[config.mk]
export PLATFORM = sky130hd
export DESIGN_NAME = ifetch_stage
export DESIGN_NICKNAME = d
export VERILOG_FILES = /design/src/rtl/ifetch_stage.sv
export SDC_FILE = /design/constraint.sdc
export NUM_CORES = 1
export LEC_CHECK = 0
export CORE_ASPECT_RATIO = 1.5
export CORE_MARGIN = 1
export CORE_UTILIZATION = 51
export DETAILED_ROUTE_END_ITERATION = 12
export PLACE_DENSITY = 0.78
export SYNTH_ARGS = -nofsm -noshare
export SYNTH_HDL_FRONTEND = slang
export SYNTH_SLANG_ARGS = --single-unit
[constraint.sdc]
create_clock -name clk -period 4.18 [get_ports clk]
set_input_delay 0.418 -clock clk [delete_from_list [all_inputs] [get_ports clk]]
set_output_delay 0.418 -clock clk [all_outputs]
set_load 0.02 [all_outputs]
[src/rtl/ifetch_stage.sv]
// Instruction fetch stage: PC register, single outstanding memory request,
// and a 2-entry {instr, pc} buffer feeding the decode stage.
module ifetch_stage #(
  parameter int unsigned    n        = 16,
  parameter logic [n-1:0]   RESET_PC = '0
) (
  input  logic         clk,
  input  logic         reset,
  output logic         imem_req,
  output logic [n-1:0] imem_addr,
  input  logic         imem_ack,
  input  logic [n-1:0] imem_rdata,
  input  logic         redirect,
  input  logic [n-1:0] redirect_pc,
  output logic         instr_valid,
  input  logic         instr_ready,
  output logic [n-1:0] instr,
  output logic [n-1:0] instr_pc,
  output logic [3:0]   op
);

  typedef enum logic [1:0] {
    IDLE = 2'd0,
    WAIT = 2'd1,
    DROP = 2'd2
  } state_t;

  localparam logic [n-1:0] PC_STEP = n'(2);

  state_t       state_q, state_d;
  logic [n-1:0] pc_q, pc_d;
  logic [n-1:0] addr_q, addr_d;

  logic [n-1:0] buf_instr [2];
  logic [n-1:0] buf_pc    [2];
  logic         rptr_q, wptr_q;
  logic [1:0]   count_q, count_after;

  logic pop, push, issue;

  always_comb begin
    instr_valid = (count_q != 2'd0);
    pop         = instr_valid & instr_ready & ~redirect;
    push        = (state_q == WAIT) & imem_ack & ~redirect;
    count_after = count_q - {1'b0, pop} + {1'b0, push};
  end

  // A new request is only issued when the response is guaranteed a free slot.
  always_comb begin
    state_d = state_q;
    pc_d    = pc_q;
    addr_d  = addr_q;
    issue   = 1'b0;
    case (state_q)
      IDLE: begin
        if (redirect)                 pc_d  = redirect_pc;
        else if (count_after < 2'd2)  issue = 1'b1;
      end
      WAIT: begin
        if (redirect) begin
          pc_d    = redirect_pc;
          state_d = imem_ack ? IDLE : DROP;
        end else if (imem_ack) begin
          if (count_after < 2'd2) issue   = 1'b1;
          else                    state_d = IDLE;
        end
      end
      DROP: begin
        if (redirect) pc_d    = redirect_pc;
        if (imem_ack) state_d = IDLE;
      end
      default: state_d = IDLE;
    endcase
    if (issue) begin
      state_d = WAIT;
      addr_d  = pc_q;
      pc_d    = pc_q + PC_STEP;
    end
  end

  always_ff @(posedge clk) begin
    if (reset) begin
      state_q <= IDLE;
      pc_q    <= RESET_PC;
      addr_q  <= '0;
      count_q <= '0;
      rptr_q  <= 1'b0;
      wptr_q  <= 1'b0;
    end else begin
      state_q <= state_d;
      pc_q    <= pc_d;
      addr_q  <= addr_d;
      if (redirect) begin
        count_q <= '0;
        rptr_q  <= 1'b0;
        wptr_q  <= 1'b0;
      end else begin
        if (push) wptr_q <= ~wptr_q;
        if (pop)  rptr_q <= ~rptr_q;
        count_q <= count_after;
      end
    end
  end

  always_ff @(posedge clk) begin
    if (push && !reset) begin
      buf_instr[wptr_q] <= imem_rdata;
      buf_pc[wptr_q]    <= addr_q;
    end
  end

  always_comb begin
    imem_req  = (state_q != IDLE);
    imem_addr = addr_q;
    instr     = instr_valid ? buf_instr[rptr_q] : '0;
    instr_pc  = instr_valid ? buf_pc[rptr_q]    : '0;
    op        = instr[n-1:n-4];
  end

endmodule

* Word level (Yosys, flattened, before mapping)
Memory sizes are Yosys's and may differ from the RTL's. A register that Yosys moved wholly into a read port is not among the register bits. Index checks and enable logic that the tools add are counted.
Cells by class: $add $sub $neg 3, $lt $le $gt $ge 1, equality and inequality tests 9, mux-type cells 23, bitwise logic cells 8, reduce and logical (&&, ||, !) cells 13
Operators by type and width (number):
- $mux W16 | 5
- $add A16 B2 Y16 const B | 1
- $mux W1 | 11
- $mux W2 | 5
- $ne A3 B3 Y1 const B | 3
- $ne A4 B4 Y1 const B | 2
- $reduce_and A4 Y1 | 2
- $reduce_bool A2 Y1 | 4
- $pmux W2 S3 | 1
- $and A1 B1 Y1 | 4
- $ne A2 B2 Y1 const B | 2
- $not A1 Y1 | 4
- $reduce_or A2 Y1 | 2
- $reduce_or A3 Y1 | 1
- $add A2 B1 Y2 | 1
- $eq A2 B1 Y1 const B | 1
- $eq A2 B2 Y1 const B | 1
- $logic_not A2 Y1 | 1
- $lt A2 B2 Y1 const B | 1
- $pmux W1 S2 | 1
- $reduce_and A2 Y1 | 1
- $sub A2 B1 Y2 | 1
- $logic_and A1 B1 Y1 | 1
- $logic_not A1 Y1 | 1
Storage, ports and cells: register bits after elaboration 38, bits in writable memories 64, input port bits 37, output and inout port bits 54, word-level logic and storage cells 66, memories 2
Memories:
- buf_instr | words 2, bits a word 16, read ports 1, clocked after Yosys merged registers in 1, wr ports 1, line 34 | logic [n-1:0] buf_instr [2];
- buf_pc | words 2, bits a word 16, read ports 1, clocked after Yosys merged registers in 1, wr ports 1, line 35 | logic [n-1:0] buf_pc [2];

* Longest topological paths before layout
Gate-level depths: netlist of run 1.
word-level depth 12, depth in mapped cells 12, mapped depth without buffers 11

* Worst setup path before layout of run 1
OpenSTA, ideal clock, no wires.
path type input to register, start point input redirect, end point memory buf_instr[1][0] (enable), library setup time 0.468 ns, arrival time 3.395 ns, required time 3.712 ns, setup slack 0.317 ns, cell stages on the path 4, buffers on the path 1, cells stage by stage clkbuf_1 -> nor2_1 -> nand3_1 -> nor3b_1
Between the ends: word-level cells in the longest chain between the ends 5
RTL lines:
- from (decl) | line 13 | input logic redirect,
- $not A1 Y1 | line 44 | push = (state_q == WAIT) & imem_ack & ~redirect;
- $and A1 B1 Y1 | line 44
- $logic_and A1 B1 Y1 | line 106 | if (push && !reset) begin
- $mux W1 | line 106
- $mux W1 (not written as such) | line 107 | buf_instr[wptr_q] <= imem_rdata;
- to (decl) | line 34
Every way passes these cells.

* Worst setup path in the final report of run 1
start point input redirect, end point register pc_q[10]
Between the ends: word-level cells in the longest chain between the ends 11, elaborated cells on any way between the ends 15, classes of those cells add/sub (2); order compare (1); mux (6); bitwise (3); reduce/logical (3)
RTL lines:
- $not A1 Y1 | line 43, 44
- $and A1 B1 Y1 | line 43 | pop = instr_valid & instr_ready & ~redirect;
- $sub A2 B1 Y2 | line 45 | count_after = count_q - {1'b0, pop} + {1'b0, push};
- $add A2 B1 Y2 | line 45
- $lt A2 B2 Y1 | line 57, 64
- $mux W1 | line 57, 64
- $mux W1 | line 63 | end else if (imem_ack) begin
- $mux W1 | line 60 | if (redirect) begin
- $pmux W1 S2 | line 54 | case (state_q)
- $reduce_bool A2 Y1 (no line)
- $reduce_and A2 Y1 (no line)
- to (signal assigned) | line 91 | pc_q <= pc_d;
- to (decl) | line 31 | logic [n-1:0] pc_q, pc_d;
Several ways; a longest one is shown, not always the timed one. A chain may end at the register's enable or synchronous reset.

==> results.ini, run 1 <==
[run_status]
outcome = finished, final reports clean

[logic_synthesis]
synthTopCellsByCount = edfxtp_1, nand2_1, nor2_1, dfxtp_1, mux2i_1
syn_nets = 409
ys_ff_latch = 103
synth_top_area_cell = edfxtp_1
ys_seq_area_frac = 0.626
synth_top_area_share = 0.445
synth_edf_count = 64
synthCells = 369
synthXorXnorAreaFrac = 0.0148
synth_top_family_by_area = simple AND/OR/NAND/NOR gates
synth.mux.area_fraction = 0.0788
yosys.area_share.simple = 0.158
synth_compound_area_frac = 0.0806
synth_most_common_cell = edfxtp_1
yosysWarnings = 0
synth_async_sr_flop_share = 0
synth_area_per_cell_um2 = 11.7
synth.distinct_cells = 52
synthAdderAreaFrac = 0.00869
synthTopCellsByArea = edfxtp_1, dfxtp_1, mux2i_1
synth_ff_type = edfxtp_1
synth_area_um2 = 4320

[floorplan]
fp.dieH_um = 115
start_util = 0.533
ioPinCount = 91
coreArea_um2 = 8110
die-area_um2 = 8850
die_width_um = 77.1
num_rows = 40

[cts]
cts_sinks = 103
clk_pin_slew_worst_paths_ps = 70
clk_path_buf_depth = 2
cts_hold_buf = 0
clock_insertion_delay_worst_skew_ps = 330
cts-root-buf = clkbuf_16
cts_setup_buffers = 0
ctsResizeCount = 0
cts_made_buffers = 9
cts_max_level = 3
cts_tree = built

[worst_setup_path]
criticalPathCategory = in2reg
critPathMaxFanout = 27
critPathSlowestCell = or4_1
critPathMaxStageDelay_ps = 640
start_kind = input pin
cp.buffers_inverters = 3
cp_cell_sequence = clkdlybuf4s50_1, buf_4, nor2_1, nand3_1, ha_1, inv_1, ha_1, xnor3_1, nand3_2, or4_1, a31oi_1
cpLargestDelayFamily = simple AND/OR/NAND/NOR gates
cp_data_arrival_time_ps = 3540
cpMostUsedCell = ha_1
cp.required_ps = 4450
end_kind = flip-flop

[sta]
fin_skew_ps = 7.49
grt_setup_unrepaired = false
worst_pin_slew_ps = 995
finalSetupViolations = 0
drv_slew = 0
period_needed_ps = 3270
post-route-period-util = 0.783
slew_headroom = 0.336
tns_ps = 0
fmaxAchievable_mhz = 306
hold_viol = 0

[routing]
drc = 0
wl_per_cell_um = 15.0
antenna_left = 0
vias = 3046
finalWirelength_mm = 8.42
via_per_inst = 5.44
first_pass_iters = 4
drtIter0Drc = 139

[global_route]
track_usage = 0.203
gr-total-overflow = 0
grt_antenna_before_repair = 0
grt_pass1_vias = 2853
grt_start_max_net_pins = 44
grt_pass1_wl_mm = 13.7

[power_and_ir_drop]
p_int_w = 0.00167
p_sw_frac = 0.209
comb_power_share = 0.074
cellPowerDensity_nw_per_um2 = 377
switchingPower_w = 0.000441
leakagePower_nw = 1.83
seqPwrFrac = 0.533
irDropWorstVdd_uv = 275
power_frac_clock = 0.393

[place]
hpwl_mm = 5.59
gp_congestion = 0.859
port_buffers = 90

[hold_path]
hp-class = reg2reg

[cells_and_area]
area_delta_synth_final_pct = 29.8
diodes = 0
drive_gt1_frac = 0.0857
fin_util = 0.691
nNetsFinal = 490

[flow_run]
cap_viol_max_count = 0

[metal layers]
metal	track usage	up-vias	wire (um)
met4	0.108	0	179
met3	0.0335	12	326
met5	0	-	0
li1	-	1500	-
met2	0.362	103	4580
met1	0.232	1431	3340
[cell type report]
cell class,count,area (um^2)
fill,605,2500
clock buffer,13,293
multi-input combinational,234,1490
inverter,5,18.8
clock inverter,3,20.0
tap,105,131
sequential,103,2700
timing repair buffer,97,953
[through the flow]
stage                     hold slack [ps]  area [um^2]  power [W]  setup slack [ps]  std cells
after global routing                  504         5610    0.00219               673        560
after global placement                460         5290    0.00130               674        544
final                                 476         5610    0.00211               909        560
after detailed placement              465         5290    0.00130               552        544
after CTS                             481         5610    0.00213               901        560
after floorplan                       432         4320    0.00122               317        369
[path summary, 6_finish.rpt]
kind	startpoint	endpoint	slack, ps	cells after the start
min	imem_addr[8]	buf_pc[0][8]	480	0
max	redirect	pc_q[10]	910	11
min reg2reg	imem_addr[8]	buf_pc[0][8]	480	0
max reg2reg	count_q[1]	pc_q[10]	1010	12
[power groups by stage]
| stage | Sequential, W | Clock [W] | Combinational (W) |
|---|---|---|---|
| CTS | 0.00113 | 0.000852 | 0.000157 |
| detailed placement | 0.00115 | 0 | 0.000156 |
| global route | 0.00113 | 0.000887 | 0.000171 |
| finish | 0.00113 | 0.000830 | 0.000156 |
| global placement | 0.00115 | 0 | 0.000152 |
| floorplan | 0.00115 | 0 | 0.0000786 |
[cells by family (layout without fill, tap and decap cells)]
logic type                 Yosys count  in the layout
adders and majority gates            3              3
DFF                                103            103
xor gates and xnor gates             4              4
and+or+nand+nor                    140            140
AOI/OAI and AO/OA                   53             53
buffers and inverters               32            118
muxes                               34             34
[state kept, by name, indices dropped and copies added (netlist names), named ones only]
| register | flops |
|---|---|
| buf_instr | 32 |
| buf_pc | 32 |
| count_q | 2 |
| imem_addr | 16 |
| pc_q | 16 |
| rptr_q | 1 |
| state_q | 2 |
| wptr_q | 1 |
[placed cells by master (no fill, tap or decap), types with 2 or more instances in the layout]
master,count
a31oi_1,8
nor4_1,2
clkdlybuf4s50_1,90
nor2_1,39
ha_1,3
a311oi_1,2
edfxtp_1,64
a22oi_1,2
dfxtp_1,38
clkbuf_16,11
buf_4,7
inv_1,5
a2bb2oi_1,3
a21oi_1,21
o21ai_0,4
or3_1,5
nor3_1,8
xor2_1,2
nand2_1,48
nand3_2,2
nand3_1,10
nand4_2,2
mux2i_1,34
or2_2,3
nand4b_1,2
o211ai_1,2
nor2b_1,2
or4_1,4
Note: power is estimated with default switching activity, not from simulation.
==> run 2, diff against run 1 <==
- clock period: 4.18 -> 3.04 ns (I/O delays scaled with it)
==> run 2 against run 1 <==
- register-to-register slack got worse by 450 ps
- non-clock buffer count increased by 5
- die area unchanged
- highest routed layer unchanged
- flip-flop and latch count unchanged
- clock-buffer cell count unchanged
- largest cell class unchanged
- largest power group unchanged
- final cell count increased by 0.89%
- combinational power increased by 44%
- utilization increased by 0.68 points
==> results.ini, run 2 (synthesized netlist as in run 1, its figures left out) <==
[place]
gp_congestion = 0.876  ; was 0.859
dp_cells = 549  ; was 544
port_buffers = 90  ; unchanged
hpwl_mm = 6.02  ; was 5.59 mm

[floorplan]
fp.dieH_um = 115  ; unchanged
start_util = 0.533  ; unchanged
die-area_um2 = 8850  ; unchanged
ioPinCount = 91  ; unchanged
coreArea_um2 = 8110  ; unchanged
die_width_um = 77.1  ; unchanged
num_rows = 40  ; unchanged

[worst_setup_path]
cp.buffers_inverters = 3  ; unchanged
r2r-start = count_q[1]  ; unchanged
criticalPathCategory = reg2reg  ; was in2reg
critPathMaxStageDelay_ps = 350  ; was 640 ps
rrSetupSlack_ps = 560  ; was 1010 ps
critPathSlowestCell = dfxtp_1  ; was or4_1
end_kind = flip-flop  ; unchanged
cp.required_ps = 3300  ; was 4450 ps
cp_cell_sequence = nor2_2, inv_1, nand2_1, nor2_1, ha_1, inv_1, ha_1, xnor3_1, nand3_2, buf_4, or3_1, a31oi_1  ; was clkdlybuf4s50_1, buf_4, nor2_1, nand3_1, ha_1, inv_1, ha_1, xnor3_1, nand3_2, or4_1, a31oi_1
cp_data_arrival_time_ps = 2740  ; was 3540 ps
start_kind = flip-flop  ; was input pin
worstRegToRegCells = 12  ; unchanged
critPathMaxFanout = 13  ; was 27
cpLargestDelayFamily = simple AND/OR/NAND/NOR gates  ; unchanged
r2r_end = pc_q[13]  ; was pc_q[10]

[flow_run]
cap_viol_max_count = 0  ; unchanged

[hold_path]
hp-class = reg2reg  ; unchanged
holdPathStages = 2  ; was 0
hold_start = pc_q[0]  ; was imem_addr[8]
worstHoldEndpoint = pc_q[0]  ; was buf_pc[0][8]

[cells_and_area]
nNetsFinal = 495  ; was 490
multi_input_area_um2 = 1500  ; was 1490 um^2
layout.cells.non_filler = 565  ; was 560
regArea_um2 = 2700  ; unchanged
drive_gt1_frac = 0.0957  ; was 0.0857
nFillCells = 597  ; was 605
mostFrequentLayoutCells = clkdlybuf4s50_1, edfxtp_1, nand2_1  ; unchanged
diodes = 0  ; unchanged
reg_top3 = buf_instr (32), buf_pc (32)  ; unchanged
area_delta_synth_final_pct = 31.1  ; was 29.8%
layout_commonest_cell = clkdlybuf4s50_1  ; unchanged

[sta]
grt_setup_unrepaired = false  ; unchanged
slew_headroom = 0.641  ; was 0.336
hold_ws_ps = 483  ; was 476 ps
finalSetupViolations = 0  ; unchanged
hold_viol = 0  ; unchanged
period_needed_ps = 2480
drv_slew = 0  ; unchanged
tns_ps = 0  ; unchanged
fin_skew_ps = 7.24  ; was 7.49 ps
post-route-period-util = 0.816
worst_pin_slew_ps = 538  ; was 995 ps
fmaxAchievable_mhz = 403

[routing]
finalWirelength_mm = 8.91  ; was 8.42 mm
drtIter0Drc = 201  ; was 139
via_per_inst = 5.40  ; was 5.44
antenna_left = 0  ; unchanged
wl_per_cell_um = 15.8  ; was 15.0 um
vias = 3053  ; was 3,046
first_pass_iters = 4  ; unchanged
drc = 0  ; unchanged

[global_route]
grt_antenna_before_repair = 0  ; unchanged
track_usage = 0.212  ; was 0.203
grt_pass1_wl_mm = 14.3  ; was 13.7 mm
gr-total-overflow = 0  ; unchanged
grt_pass1_vias = 2979  ; was 2,853
grt_start_max_net_pins = 36  ; was 44

[cts]
cts_max_level = 3  ; unchanged
clock_insertion_delay_worst_skew_ps = 330  ; about the same
clk_pin_slew_worst_paths_ps = 70  ; about the same
cts_tree = built  ; unchanged
cts-root-buf = clkbuf_16  ; unchanged
clk_path_buf_depth = 2  ; unchanged
cts_sinks = 103  ; unchanged
cts_setup_buffers = 0  ; unchanged
cts_made_buffers = 9  ; unchanged
cts_hold_buf = 0  ; unchanged
ctsResizeCount = 0  ; unchanged

[power_and_ir_drop]
cellPowerDensity_nw_per_um2 = 512  ; was 377 nW/um^2
leakagePower_nw = 1.87  ; was 1.83 nW
seqPwrFrac = 0.534  ; was 0.533
comb_power_share = 0.078  ; was 0.074
power_frac_clock = 0.389  ; was 0.393
irDropWorstVdd_uv = 374  ; was 275 uV
switchingPower_w = 0.000607  ; was 0.000441 W
p_int_w = 0.00229  ; was 0.00167 W
p_sw_frac = 0.209  ; about the same
finalPower_w = 0.00290  ; was 0.00211 W

[run_status]
outcome = finished, final reports clean  ; unchanged

-- run 2: worst register-to-register path: cells and delay by family, from the launching register on --
kind	cells	cell delay [ps]
xor+xnor	1	290
simple gates	5	830
buf+inv	3	330
flops	1	350
fa+ha+maj	2	460
compound gates	1	150
-- run 2: layer usage --
metal | track usage | share of wire | vias up
met2 | 0.394 | 0.56 | 84
met4 | 0.0767 | 0.0074 | 0
li1 | - | - | 1511
met1 | 0.235 | 0.40 | 1454
met5 | 0 | 0 | -
met3 | 0.0446 | 0.034 | 4
-- run 2: area by class of cell --
| type | count | area share |
|---|---|---|
| Clock buffer | 13 | 0.0515 |
| Clock inverter | 3 | 0.00243 |
| Inverter | 5 | 0.00332 |
| Multi-Input combinational cell | 234 | 0.265 |
| Sequential cell | 103 | 0.478 |
| Tap cell | 105 | 0.0232 |
| Timing Repair Buffer | 102 | 0.177 |
-- run 2: worst max path at each step --
stage / from / endpoint / slack [ps] / depth (start not counted)
5_1_grt: count_q[1] / pc_q[14] / 290 / 12
6_report: count_q[1] / pc_q[13] / 560 / 12
3_5_place_dp: redirect / pc_q[13] / 260 / 11
2_1_floorplan: redirect / buf_instr[1][0] / 400 / 4
3_3_place_gp: redirect / pc_q[13] / 340 / 11
4_1_cts: count_q[1] / pc_q[13] / 530 / 12
-- run 2: metrics by stage --
step | cell area [um^2] | setup WS, ps | utilization
floorplan | 4330 | 402 | -
global placement | 5360 | 336 | 0.660
detailed placement | 5360 | 261 | 0.660
CTS | 5660 | 532 | 0.698
global route | 5660 | 295 | 0.698
finish | 5660 | 560 | 0.698
-- run 2: power by group through the flow --
stage	clock (W)	sequential, W	combinational (W)
6_report	0.00113	0.00155	0.000225
5_1_grt	0.00121	0.00155	0.000245
4_1_cts	0.00114	0.00155	0.000226
3_5_place_dp	0	0.00158	0.000224
3_3_place_gp	0	0.00157	0.000219
2_1_floorplan	0	0.00158	0.000109
==> run 3, diff against run 2 <==
- CORE_UTILIZATION: 51 -> 46
- PLACE_DENSITY: 0.78 -> 0.74
- clock period: 3.04 -> 2.1 ns (I/O delays scaled with it)
==> run 3 against run 2 <==
- the run now ends with negative setup slack left
- combinational power increased by 79%
- clock power rose by 56%
- register-to-register slack worse by 860 ps
- largest power group unchanged
- maximum frequency increased by 3.3%
- clock skew grew 1.9 ps
- routed wire length rose by 9.2%
- setup slack got worse by 860 ps
- via count up 7.2%
- clock-buffer cell count shrank 4
- first-iteration DRC count shrank 11%
- sequential power rose by 44%
- largest cell class unchanged
==> results.ini, run 3 (synthesized netlist as in run 1, its figures left out) <==
[run_status]
outcome = complete, but fails checks  ; was finished, final reports clean
violations = negative setup slack

[hold_path]
worstHoldEndpoint = pc_q[1]  ; was pc_q[0]
holdPathStages = 3  ; was 2
hp-class = in2reg  ; was reg2reg
hold_start = redirect_pc[1]  ; was pc_q[0]

[worst_setup_path]
rrSetupSlack_ps = -300  ; was 560 ps
critPathMaxStageDelay_ps = 350  ; about the same
r2r_end = pc_q[7]  ; was pc_q[13]
worstRegToRegCells = 12  ; unchanged
critPathSlowestCell = nor4b_1  ; was dfxtp_1
criticalPathCategory = reg2reg  ; unchanged
cp_data_arrival_time_ps = 2610  ; was 2740 ps
start_kind = flip-flop  ; unchanged
cp.required_ps = 2310  ; was 3300 ps
cpLargestDelayFamily = simple AND/OR/NAND/NOR gates  ; unchanged
end_kind = flip-flop  ; unchanged
r2r-start = count_q[0]  ; was count_q[1]
cp.buffers_inverters = 3  ; unchanged
cp_cell_sequence = nor2_4, inv_4, nand2_4, nor2_4, ha_4, inv_4, ha_4, xor3_2, nor3_4, buf_12, a311oi_1, nor4b_1  ; was nor2_2, inv_1, nand2_1, nor2_1, ha_1, inv_1, ha_1, xnor3_1, nand3_2, buf_4, or3_1, a31oi_1
critPathMaxFanout = 10  ; was 13

[power_and_ir_drop]
p_int_w = 0.00344  ; was 0.00229 W
seqPwrFrac = 0.508  ; was 0.534
leakagePower_nw = 2.17  ; was 1.87 nW
irDropWorstVdd_uv = 517  ; was 374 uV
comb_power_share = 0.092  ; was 0.078
cellPowerDensity_nw_per_um2 = 719  ; was 512 nW/um^2
switchingPower_w = 0.000950  ; was 0.000607 W
power_frac_clock = 0.400  ; was 0.389
p_sw_frac = 0.216  ; was 0.209

[sta]
worst_pin_slew_ps = 392  ; was 538 ps
period_needed_ps = 2400  ; was 2480 ps
slew_headroom = 0.739  ; was 0.641
drv_slew = 0  ; unchanged
hold_ws_ps = 441  ; was 483 ps
finalSetupViolations = 31  ; was 0
hold_viol = 0  ; unchanged
fin_skew_ps = 9.12  ; was 7.24 ps
fmaxAchievable_mhz = 417  ; was 403 MHz
setup_ws_ps = -300  ; was 560 ps
post-route-period-util = 1.14  ; was 0.816
grt_setup_unrepaired = true  ; was false

[cells_and_area]
reg_top3 = buf_instr (32), buf_pc (32)  ; unchanged
layout_commonest_cell = clkdlybuf4s50_1  ; unchanged
diodes = 0  ; unchanged
area_delta_synth_final_pct = 41.5  ; was 31.1%
drive_gt1_frac = 0.180  ; was 0.0957
nNetsFinal = 523  ; was 495
nFillCells = 677  ; was 597
multi_input_area_um2 = 1600  ; was 1500 um^2
layout.cells.non_filler = 598  ; was 565
regArea_um2 = 2710  ; was 2700 um^2
mostFrequentLayoutCells = clkdlybuf4s50_1, edfxtp_1, nand2_1  ; unchanged

[cts]
cts-root-buf = clkbuf_16  ; unchanged
cts_sinks = 103  ; unchanged
clk_pin_slew_worst_paths_ps = 70  ; about the same
cts_tree = built  ; unchanged
clock_insertion_delay_worst_skew_ps = 340  ; was 330 ps
clk_path_buf_depth = 2  ; unchanged
cts_made_buffers = 9  ; unchanged
cts_hold_buf = 0  ; unchanged
cts_max_level = 3  ; unchanged

[floorplan]
num_rows = 42  ; was 40
coreArea_um2 = 8990  ; was 8110 um^2
ioPinCount = 91  ; unchanged
die_width_um = 81.1  ; was 77.1 um
start_util = 0.481  ; was 0.533
die-area_um2 = 9790  ; was 8850 um^2
fp.dieH_um = 121  ; was 115 um

[global_route]
grt_antenna_before_repair = 0  ; unchanged
gr-total-overflow = 0  ; unchanged
grt_pass1_vias = 3164  ; was 2,979
grt_start_max_net_pins = 42  ; was 36
track_usage = 0.207  ; was 0.212
grt_pass1_wl_mm = 15.2  ; was 14.3 mm

[routing]
antenna_left = 0  ; unchanged
drc = 0  ; unchanged
drtIter0Drc = 179  ; was 201
first_pass_iters = 4  ; unchanged
via_per_inst = 5.47  ; was 5.40
wl_per_cell_um = 16.3  ; was 15.8 um
finalWirelength_mm = 9.73  ; was 8.91 mm
vias = 3272  ; was 3,053

[flow_run]
cap_viol_max_count = 0  ; unchanged

[place]
port_buffers = 90  ; unchanged
hpwl_mm = 6.23  ; was 6.02 mm
dp_cells = 569  ; was 549
gp_congestion = 0.888  ; was 0.876

run 3: power groups by stage:
stage / sequential (W) / clock, W / combinational (W)
final: 0.00223 / 0.00176 / 0.000403
after floorplan: 0.00228 / 0 / 0.000168
after global placement: 0.00228 / 0 / 0.000358
after global routing: 0.00224 / 0.00187 / 0.000435
after detailed placement: 0.00228 / 0 / 0.000367
after CTS: 0.00223 / 0.00180 / 0.000382
run 3: metrics by stage:
| stage | area [um^2] | setup WS, ps | TNS (ps) | util | power (W) |
|---|---|---|---|---|---|
| 2_1_floorplan | 4430 | -136 | -1900 | - | 0.00245 |
| 3_3_place_gp | 5590 | -408 | -10810 | 0.623 | 0.00263 |
| 3_5_place_dp | 5590 | -505 | -13420 | 0.623 | 0.00264 |
| 4_1_cts | 6000 | -91.9 | -794 | 0.668 | 0.00441 |
| 5_1_grt | 6110 | -428 | -5770 | 0.680 | 0.00454 |
| 6_report | 6110 | -300 | -2750 | 0.680 | 0.00439 |
run 3: timing repair:
item,4_1_cts,5_1_grt
setup endpoints to repair,29,49
pin swaps,6,6
endpoints found under the hold margin,0,0
setup buffers,6,4
gates cloned,1,2
resized for setup,9,15
run 3: cell type report:
cell class,count,area share
clock inverter,7,0.0160
inverter,5,0.00389
tap,110,0.0225
multi-input combinational,235,0.263
timing repair buffer,129,0.215
sequential,103,0.443
clock buffer,9,0.0369
run 3: worst max path at each step:
stage               start       end  slack [ps]  cells past startpoint
2_1_floorplan  state_q[1]  pc_q[14]        -140                     11
3_5_place_dp     redirect   pc_q[7]        -510                     11
5_1_grt        count_q[0]   pc_q[7]        -430                     12
6_report       count_q[0]   pc_q[7]        -300                     12
3_3_place_gp     redirect  pc_q[10]        -410                     10
4_1_cts        count_q[0]   pc_q[7]         -90                     12
run 3: worst min-delay path: stages:
cell             delay, ps
clkdlybuf4s50_1        410
nand2_1                 60
a21oi_1                 60
run 3: per-layer routing:
metal | vias up | track usage | part of all wire
met5 | - | 0 | 0
met4 | 0 | 0.0949 | 0.025
met3 | 19 | 0.0453 | 0.054
met2 | 119 | 0.367 | 0.54
met1 | 1562 | 0.229 | 0.38
li1 | 1572 | - | -
